==> src/rtl/div_unit_if.sv <==
// Handshake and data bundle between the execute stage and the divider.
// The master drives the operands and the request; the slave returns the result.
interface div_unit_if #(
  parameter int WIDTH = 32
);
  logic               signed_div_i;
  logic [WIDTH-1:0]   opdata1_i;
  logic [WIDTH-1:0]   opdata2_i;
  logic               start_i;
  logic               annul_i;
  logic [2*WIDTH-1:0] result_o;
  logic               ready_o;
  logic               busy_o;

  modport master (
    output signed_div_i, opdata1_i, opdata2_i, start_i, annul_i,
    input  result_o, ready_o, busy_o
  );

  modport slave (
    input  signed_div_i, opdata1_i, opdata2_i, start_i, annul_i,
    output result_o, ready_o, busy_o
  );
endinterface

==> src/rtl/div_unit.sv <==
// Multi-cycle restoring radix-2 divider for DIV/DIVU.
// Produces one quotient bit per cycle on operand magnitudes, then fixes up the signs.
module div_unit #(
  parameter int WIDTH = 32,
  parameter int CNT_W = 6
) (
  input logic       clk,
  input logic       rst,
  div_unit_if.slave bus
);

  typedef enum logic [1:0] {FREE, BYZERO, ON, END} state_t;

  state_t             state;
  logic [CNT_W-1:0]   cnt;
  logic [WIDTH-1:0]   rem;
  logic [WIDTH-1:0]   quo;
  logic [WIDTH-1:0]   dvs;
  logic               sgn_a;
  logic               sgn_b;
  logic               sgn_mode;
  logic [2*WIDTH-1:0] result;
  logic               ready;

  logic [WIDTH-1:0]   mag_a;
  logic [WIDTH-1:0]   mag_b;
  logic [WIDTH:0]     rem_sh;
  logic [WIDTH:0]     sub;

  // NOTE: every always_comb output gets a default first so no path can infer a latch.
  always_comb begin
    mag_a = bus.opdata1_i;
    mag_b = bus.opdata2_i;
    if (bus.signed_div_i && bus.opdata1_i[WIDTH-1]) mag_a = -bus.opdata1_i;
    if (bus.signed_div_i && bus.opdata2_i[WIDTH-1]) mag_b = -bus.opdata2_i;
    rem_sh = {rem, quo[WIDTH-1]};
    // rem_sh < 2*dvs, so bit WIDTH of the (WIDTH+1)-bit difference is the borrow.
    sub    = rem_sh - {1'b0, dvs};
  end

  // NOTE: sequential state is assigned with <= only, so all registers update together.
  always_ff @(posedge clk or posedge rst) begin
    if (rst) begin
      state    <= FREE;
      cnt      <= '0;
      rem      <= '0;
      quo      <= '0;
      dvs      <= '0;
      sgn_a    <= 1'b0;
      sgn_b    <= 1'b0;
      sgn_mode <= 1'b0;
      result   <= '0;
      ready    <= 1'b0;
    end else begin
      unique case (state)
        FREE: begin
          if (bus.start_i && !bus.annul_i) begin
            if (bus.opdata2_i == '0) begin
              state <= BYZERO;
            end else begin
              state    <= ON;
              rem      <= '0;
              quo      <= mag_a;
              dvs      <= mag_b;
              sgn_a    <= bus.opdata1_i[WIDTH-1];
              sgn_b    <= bus.opdata2_i[WIDTH-1];
              sgn_mode <= bus.signed_div_i;
              cnt      <= '0;
            end
          end
        end
        BYZERO: begin
          if (bus.annul_i) begin
            state <= FREE;
          end else begin
            state  <= END;
            result <= '0;
            ready  <= 1'b1;
          end
        end
        ON: begin
          if (bus.annul_i) begin
            state  <= FREE;
            cnt    <= '0;
            result <= '0;
            ready  <= 1'b0;
          end else if (cnt == CNT_W'(WIDTH)) begin
            state <= END;
            result[WIDTH-1:0]       <= (sgn_mode && (sgn_a != sgn_b)) ? -quo : quo;
            result[2*WIDTH-1:WIDTH] <= (sgn_mode && sgn_a) ? -rem : rem;
            ready <= 1'b1;
          end else begin
            if (!sub[WIDTH]) begin
              rem <= sub[WIDTH-1:0];
              quo <= {quo[WIDTH-2:0], 1'b1};
            end else begin
              rem <= rem_sh[WIDTH-1:0];
              quo <= {quo[WIDTH-2:0], 1'b0};
            end
            cnt <= cnt + 1'b1;
          end
        end
        END: begin
          if (bus.annul_i || !bus.start_i) begin
            state  <= FREE;
            result <= '0;
            ready  <= 1'b0;
          end
        end
        default: state <= FREE;
      endcase
    end
  end

  assign bus.result_o = result;
  assign bus.ready_o  = ready;
  assign bus.busy_o   = (state == ON) || (state == BYZERO);

endmodule

==> src/flat_wrapper.sv <==
// flat-port wrapper written by rule: the top's interface ports become plain ports
module div_unit_flat 
#(
  parameter int WIDTH = 32,
  parameter int CNT_W = 6
)
  (clk, rst, bus_signed_div_i, bus_opdata1_i, bus_opdata2_i, bus_start_i, bus_annul_i, bus_result_o, bus_ready_o, bus_busy_o);
  div_unit_if #(.WIDTH(WIDTH)) bus_i ();
  input logic clk;
  input logic rst;
  input wire logic [$bits(bus_i.signed_div_i)-1:0] bus_signed_div_i;
  input wire logic [$bits(bus_i.opdata1_i)-1:0] bus_opdata1_i;
  input wire logic [$bits(bus_i.opdata2_i)-1:0] bus_opdata2_i;
  input wire logic [$bits(bus_i.start_i)-1:0] bus_start_i;
  input wire logic [$bits(bus_i.annul_i)-1:0] bus_annul_i;
  output wire logic [$bits(bus_i.result_o)-1:0] bus_result_o;
  output wire logic [$bits(bus_i.ready_o)-1:0] bus_ready_o;
  output wire logic [$bits(bus_i.busy_o)-1:0] bus_busy_o;
  assign bus_i.signed_div_i = bus_signed_div_i;
  assign bus_i.opdata1_i = bus_opdata1_i;
  assign bus_i.opdata2_i = bus_opdata2_i;
  assign bus_i.start_i = bus_start_i;
  assign bus_i.annul_i = bus_annul_i;
  assign bus_result_o = bus_i.result_o;
  assign bus_ready_o = bus_i.ready_o;
  assign bus_busy_o = bus_i.busy_o;
  div_unit #(.WIDTH(WIDTH), .CNT_W(CNT_W)) u_core (.clk(clk), .rst(rst), .bus(bus_i));
endmodule
==> config.mk <==
export PLATFORM = sky130hd
export DESIGN_NAME = div_unit_flat
export DESIGN_NICKNAME = d
export VERILOG_FILES = /design/src/rtl/div_unit_if.sv /design/src/rtl/div_unit.sv /design/src/flat_wrapper.sv
export SDC_FILE = /design/constraint.sdc
export NUM_CORES = 1
export LEC_CHECK = 0
export CAP_MARGIN = 10
export CORE_MARGIN = 4
export CORE_UTILIZATION = 40
export DETAILED_ROUTE_END_ITERATION = 7
export PLACE_DENSITY = 0.58
export SKIP_CTS_REPAIR_TIMING = 1
export SYNTH_ARGS = -nofsm -noshare
export SYNTH_HDL_FRONTEND = slang
export SYNTH_SLANG_ARGS = --single-unit
==> constraint.sdc <==
create_clock -name clk -period 6.97 [get_ports clk]
set_clock_uncertainty 0.05 [all_clocks]
set_input_delay 1.394 -clock clk [delete_from_list [all_inputs] [get_ports clk]]
set_output_delay 1.394 -clock clk [all_outputs]
set_load 0.1 [all_outputs]
==> results of run 1 <==
-- cells in the mapped netlist, drive strengths merged, types with 3 or more instances --
| cell | number | area share (%) |
|---|---|---|
| and3 | 8 | 0.44 |
| nor3 | 29 | 1.3 |
| inv | 59 | 1.9 |
| or2 | 5 | 0.27 |
| or4 | 8 | 0.53 |
| dfrtp | 172 | 38 |
| ha | 43 | 4.7 |
| nor2 | 111 | 3.7 |
| mux2i | 32 | 2.8 |
| nand2 | 200 | 6.7 |
| a211oi | 3 | 0.20 |
| or3 | 11 | 0.60 |
| clkbuf | 49 | 1.6 |
| mux2 | 5 | 0.49 |
| o41ai | 11 | 0.84 |
| a22o | 3 | 0.23 |
| xor2 | 66 | 5.1 |
| buf | 15 | 1.0 |
| and2 | 9 | 0.49 |
| nor4 | 17 | 1.2 |
| nand2b | 14 | 0.77 |
| o21ai | 166 | 7.3 |
| a31oi | 12 | 0.66 |
| xnor2 | 78 | 6.0 |
| a21oi | 132 | 5.8 |
| a32oi | 3 | 0.23 |
| nand4 | 9 | 0.49 |
| a21o | 12 | 0.79 |
| o31ai | 32 | 2.1 |
| o21a | 3 | 0.20 |
| o211ai | 8 | 0.53 |
| nand3 | 15 | 0.66 |
| nor2b | 6 | 0.33 |
-- logic make-up after synthesis --
| family | Yosys count |
|---|---|
| flops | 172 |
| simple gates | 449 |
| mux | 37 |
| compound gates | 405 |
| xor+xnor | 144 |
| buf+inv | 123 |
| fa+ha+maj | 44 |
-- power by group through the flow --
stage          clock network, mW  registers (mW)  logic [mW]
2_1_floorplan                  0            2.32        1.94
3_3_place_gp                   0            1.62        3.44
5_1_grt                     1.01            1.67        3.79
3_5_place_dp                   0            1.63        3.47
6_report                   0.947            1.61        3.45
4_1_cts                    0.971            1.61        3.49
-- registers in the layout (all words and copies together), names as in the netlist --
| signal | cells |
|---|---|
| u_core.bus.result_o | 64 |
| u_core.dvs | 32 |
| u_core.quo | 32 |
| u_core.rem | 32 |
| u_core.cnt | 6 |
| u_core.state | 2 |
| u_core.bus.ready_o | 1 |
| u_core.sgn_a | 1 |
| u_core.sgn_b | 1 |
| u_core.sgn_mode | 1 |
-- critical path: stages --
cell and delay [ps]:
clkdlybuf4s50_1 460, inv_1 80, ha_1 170, or4b_4 530
nor4_4 270, nand4_1 320, and3_2 310, buf_4 310
a21o_1 290, nand2_4 660, o21ai_0 230
-- per-layer routing --
layer	GRT usage, %	up-vias	part of all wire, %
met4	4.29	0	1.1
li1	-	4994	-
met1	27.9	4746	48
met3	2.95	19	4.6
met5	0	-	0
met2	32.0	245	47
-- area by class of cell --
type                            count  area [um^2]  share of cell area (%)
Multi-Input combinational cell   1079         6590                    48.4
Sequential cell                   172         4300                    31.6
Clock inverter                     13          145                    1.07
Inverter                           59          226                    1.66
Tap cell                          378          473                    3.48
Clock buffer                       18          429                    3.15
Timing Repair Buffer              147         1440                    10.6
-- final timing paths --
path,start,endpoint,slack [ps],depth (start not counted)
setup / recovery,bus_opdata2_i[0],u_core.quo[24],2050,11
hold / removal,u_core.bus.result_o[61],u_core.bus.result_o[61],420,2
setup reg to reg,u_core.quo[31],u_core.rem[13],3320,13
hold reg to reg,u_core.bus.result_o[61],u_core.bus.result_o[61],420,2
max in group asynchronous,rst,u_core.dvs[20],4370,3
min in group asynchronous,rst,u_core.bus.result_o[23],1300,2
-- per-stage QoR --
stage | setup WS (ps) | instance area, um^2 | power, mW | hold slack [ps]
3_5_place_dp | 1560 | 13000 | 5.11 | 415
3_3_place_gp | 1690 | 13000 | 5.06 | 409
4_1_cts | 2000 | 13600 | 6.07 | 430
5_1_grt | 1750 | 13600 | 6.47 | 453
2_1_floorplan | 866 | 11400 | 4.26 | 437
6_report | 2050 | 13600 | 6.01 | 425
==> reports/metrics.cfg, run 1 <==
[status]
status = completed

[drt]
avgViaCountPerCell = 5.36
drc_errors = 0
vias = 10000
first_iter_violations = 723
drtAntennaViolNets = 0
wl_per_cell_um = 16.4
drt_pass1_iterations = 5
finalWirelength_mm = 30.5

[yosys]
ys_seq_area_share_pct = 37.7
ys_warn_count = 0
synthMuxAreaShare_pct = 3.30
async_flop_share_pct = 100
synth_xor_area_share_pct = 11.1
synth-simple-area-share_pct = 18.0
syn_area_um2 = 11400
synth_top_flop_cell = dfrtp_1
synth_edf_count = 0
synth_top_family_by_area = compound AO/OA/AOI/OAI gates
synth_compound_area_share_pct = 20.5
syn_nets = 1487
postSynthCellCount = 1374
synth_seq_cells = 172
avgSynthCellArea_um2 = 8.31
synth_adder_area_share_pct = 4.89
synth_cell_type_count = 66

[timing]
rsz0062_at_grt = no
slew_headroom_pct = 28.7
fin_crit_sh_pct = 70.6
clock.fmax_mhz = 203
setup_violations = 0
hold_viol_final = 0
report.final.slew_viol_count = 0
fin_crit_ps = 4920
fin_tns_setup_ps = 0
worst_slew_pin_slew_ps = 1070

[pwr]
pwr-share-seq_pct = 26.8
static-leakage-power_nw = 5.70
combPwrFrac_pct = 57.4
switching_power_mw = 3.10
clockPowerShare_pct = 15.8
power_per_cell_area_nw_per_um2 = 442
netSwitchingFraction_pct = 51.6
intPower_mw = 2.91
vdd_drop_max_mv = 0.203

[setup_path]
crit_path_start_kind = input pin
required_ps = 7180
cp.arrival_ps = 5140
critPathKind = input pin to flop
worstPathMaxFanout = 96
end_kind = flop

[die]
die_y_um = 177
fp.coreArea_um2 = 27900
start_util_pct = 40.9
rows = 61
io_pins = 135
dieArea_um2 = 31300
die_w_um = 177

[cells_and_area]
num-fill-cells = 2785
layout_common_cells = nand2_1, dfrtp_1, clkdlybuf4s50_1
fin_util_pct = 48.7
drive_gt1_share_pct = 4.37
instances_no_fill = 1866
diodes = 0
nets = 1589
final_common_cell = nand2_1
area_delta_synth_final_pct = 19.2

[global_route]
grt_antenna_before_repair = 1
grt-ovfl-total = 0
grt_max_degree = 97
grt_pass1_vias = 9506
grt_pass1_wl_mm = 50.4
grt_usage_pct = 19.7

[place]
dp_cells = 1835
place_hpwl_mm = 22.7
gp_congestion = 0.861
port_buffers = 134

[clocking]
clockBufferDepth = 2
cts_num_sinks = 172
cts_made_buffers = 17
clk_pin_slew_ps = 70
cts_root_buf = clkbuf_16
htree_levels = 4
clkLatencyLatePin_ps = 430
cts_tree = built

[job]
drv_cap = 0

[hold_path]
hold_path_class = flop to flop

(Power assumes the default switching activity.)
==> inputs of run 2 (changes only) <==
Clock period 6.97 ns to 4.73 ns, I/O delays scaled along.
==> reports/metrics.cfg, run 2 (synthesis gave the netlist of run 1 again) <==
[drt]
top_layer = met4
drc_errors = 0
dr_wl_met3_mm = 1.40
first_iter_violations = 661
wl_per_cell_um = 16.3
wl_met1_mm = 14.5
finalWirelength_mm = 30.4
wl_met2_mm = 14.0
drt_pass1_iterations = 5
avgViaCountPerCell = 5.35
drtAntennaViolNets = 0
vias = 9989

[place]
dp_cells = 1835
place_hpwl_mm = 22.5
gp_congestion = 0.858
pre_cts_slack_ps = 522
port_buffers = 134

[setup_path]
cp.arrival_ps = 4010
worstPathMaxFanout = 38
crit_family = simple AND/OR/NAND/NOR gates
crit_path_start_kind = input pin
slowest_stage = or4b_4
cpPeakStageDelay_ps = 520
required_ps = 4990
end_kind = flop
crit_buf_inv = 3
crit_chain = clkdlybuf4s50_1 > inv_1 > ha_1 > or4b_4 > nor4_4 > nand4_1 > and3_2 > a21o_1 > nand2_4 > buf_12 > o21ai_0
critPathKind = input pin to flop

[die]
rows = 61
dieArea_um2 = 31300
start_util_pct = 40.9
die_y_um = 177
io_pins = 135
fp.coreArea_um2 = 27900
die_w_um = 177

[global_route]
grt_max_degree = 173
grt_antenna_before_repair = 0
grt-ovfl-total = 0
grt_pass1_vias = 9565
grt_pass1_wl_mm = 50.3
grt_usage_pct = 19.7

[cells_and_area]
diodes = 0
fin_util_pct = 49.2
instances_no_fill = 1867
multiInputGateArea_um2 = 6590
regArea_um2 = 4300
largest_register_ffs = 64
area_delta_synth_final_pct = 20.5
drive_gt1_share_pct = 4.50
final_common_cell = nand2_1
num-fill-cells = 2804
layout_common_cells = nand2_1, dfrtp_1, clkdlybuf4s50_1
nets = 1589

[pwr]
static-leakage-power_nw = 5.77
vdd_drop_max_mv = 0.311
power_per_cell_area_nw_per_um2 = 664

[clocking]
cts_root_buf = clkbuf_16
cts_made_buffers = 17
clkLatencyLatePin_ps = 430
cts_num_sinks = 172
clk_pin_slew_ps = 70
clockBufferDepth = 2
cts_tree = built
htree_levels = 4

[status]
status = completed

[hold_path]
hold_path_class = flop to flop

[timing]
rsz0062_at_grt = no
report.final.slew_viol_count = 0
hold_viol_final = 0
layout_setup_ws_ps = 970
fin_crit_sh_pct = 79.5
slew_headroom_pct = 28.6
worst_slew_pin_slew_ps = 1070
setup_violations = 0
clock.fmax_mhz = 266
fin_crit_ps = 3760
hold-worst-slack_ps = 427
fin_tns_setup_ps = 0

[job]
drv_cap = 0

run 2: cell types whose count changed in the layout (fill, tap and decap cells not counted), sizes merged:
cell      delta
bufinv       +4
clkbuf       -1
clkinv       -3
inv          +2
clkinvlp     -1
run 2: cell type report:
class,instances,share of cell area (%)
flip-flops and latches,172,31.3
inverters,59,1.64
repair buffers,147,10.7
multi-input cells,1079,47.9
clock buffers,17,3.09
well taps,378,3.44
clock inverters,15,1.89
run 2: path summary, 6_finish.rpt:
path	cells after the start	to	from	slack [ps]
setup / recovery	11	u_core.quo[22]	bus_opdata2_i[0]	970
hold / removal	2	u_core.bus.result_o[18]	u_core.bus.result_o[18]	430
setup reg to reg	13	u_core.rem[16]	u_core.quo[31]	1220
hold reg to reg	2	u_core.bus.result_o[18]	u_core.bus.result_o[18]	430
max in group asynchronous	3	u_core.rem[31]	rst	2850
min in group asynchronous	3	u_core.bus.result_o[22]	rst	1100
run 2: where the power goes:
group          leakage, nW  internal [mW]  switching, mW
clock network        0.331           1.00          0.640
logic                 3.18           1.60           3.51
registers             2.26           1.95          0.432
total                 5.77           4.55           4.58
run 2: through the flow:
stage	instance area, um^2	power (mW)
global route	13800	9.82
finish	13800	9.13
detailed placement	13100	7.54
CTS	13800	9.21
global placement	13100	7.47
floorplan	11400	6.29
run 2: routing by layer:
layer / up-vias / track usage, %
met2: 234 / 32.2
met5: - / 0
met3: 34 / 2.78
li1: 5012 / -
met4: 0 / 5.42
met1: 4709 / 27.6
run 2: tightest hold or removal path, cell delays in order, from the launching register on:
cell and delay (ps):
dfrtp_1 340, nand2_1 40, o21ai_0 60
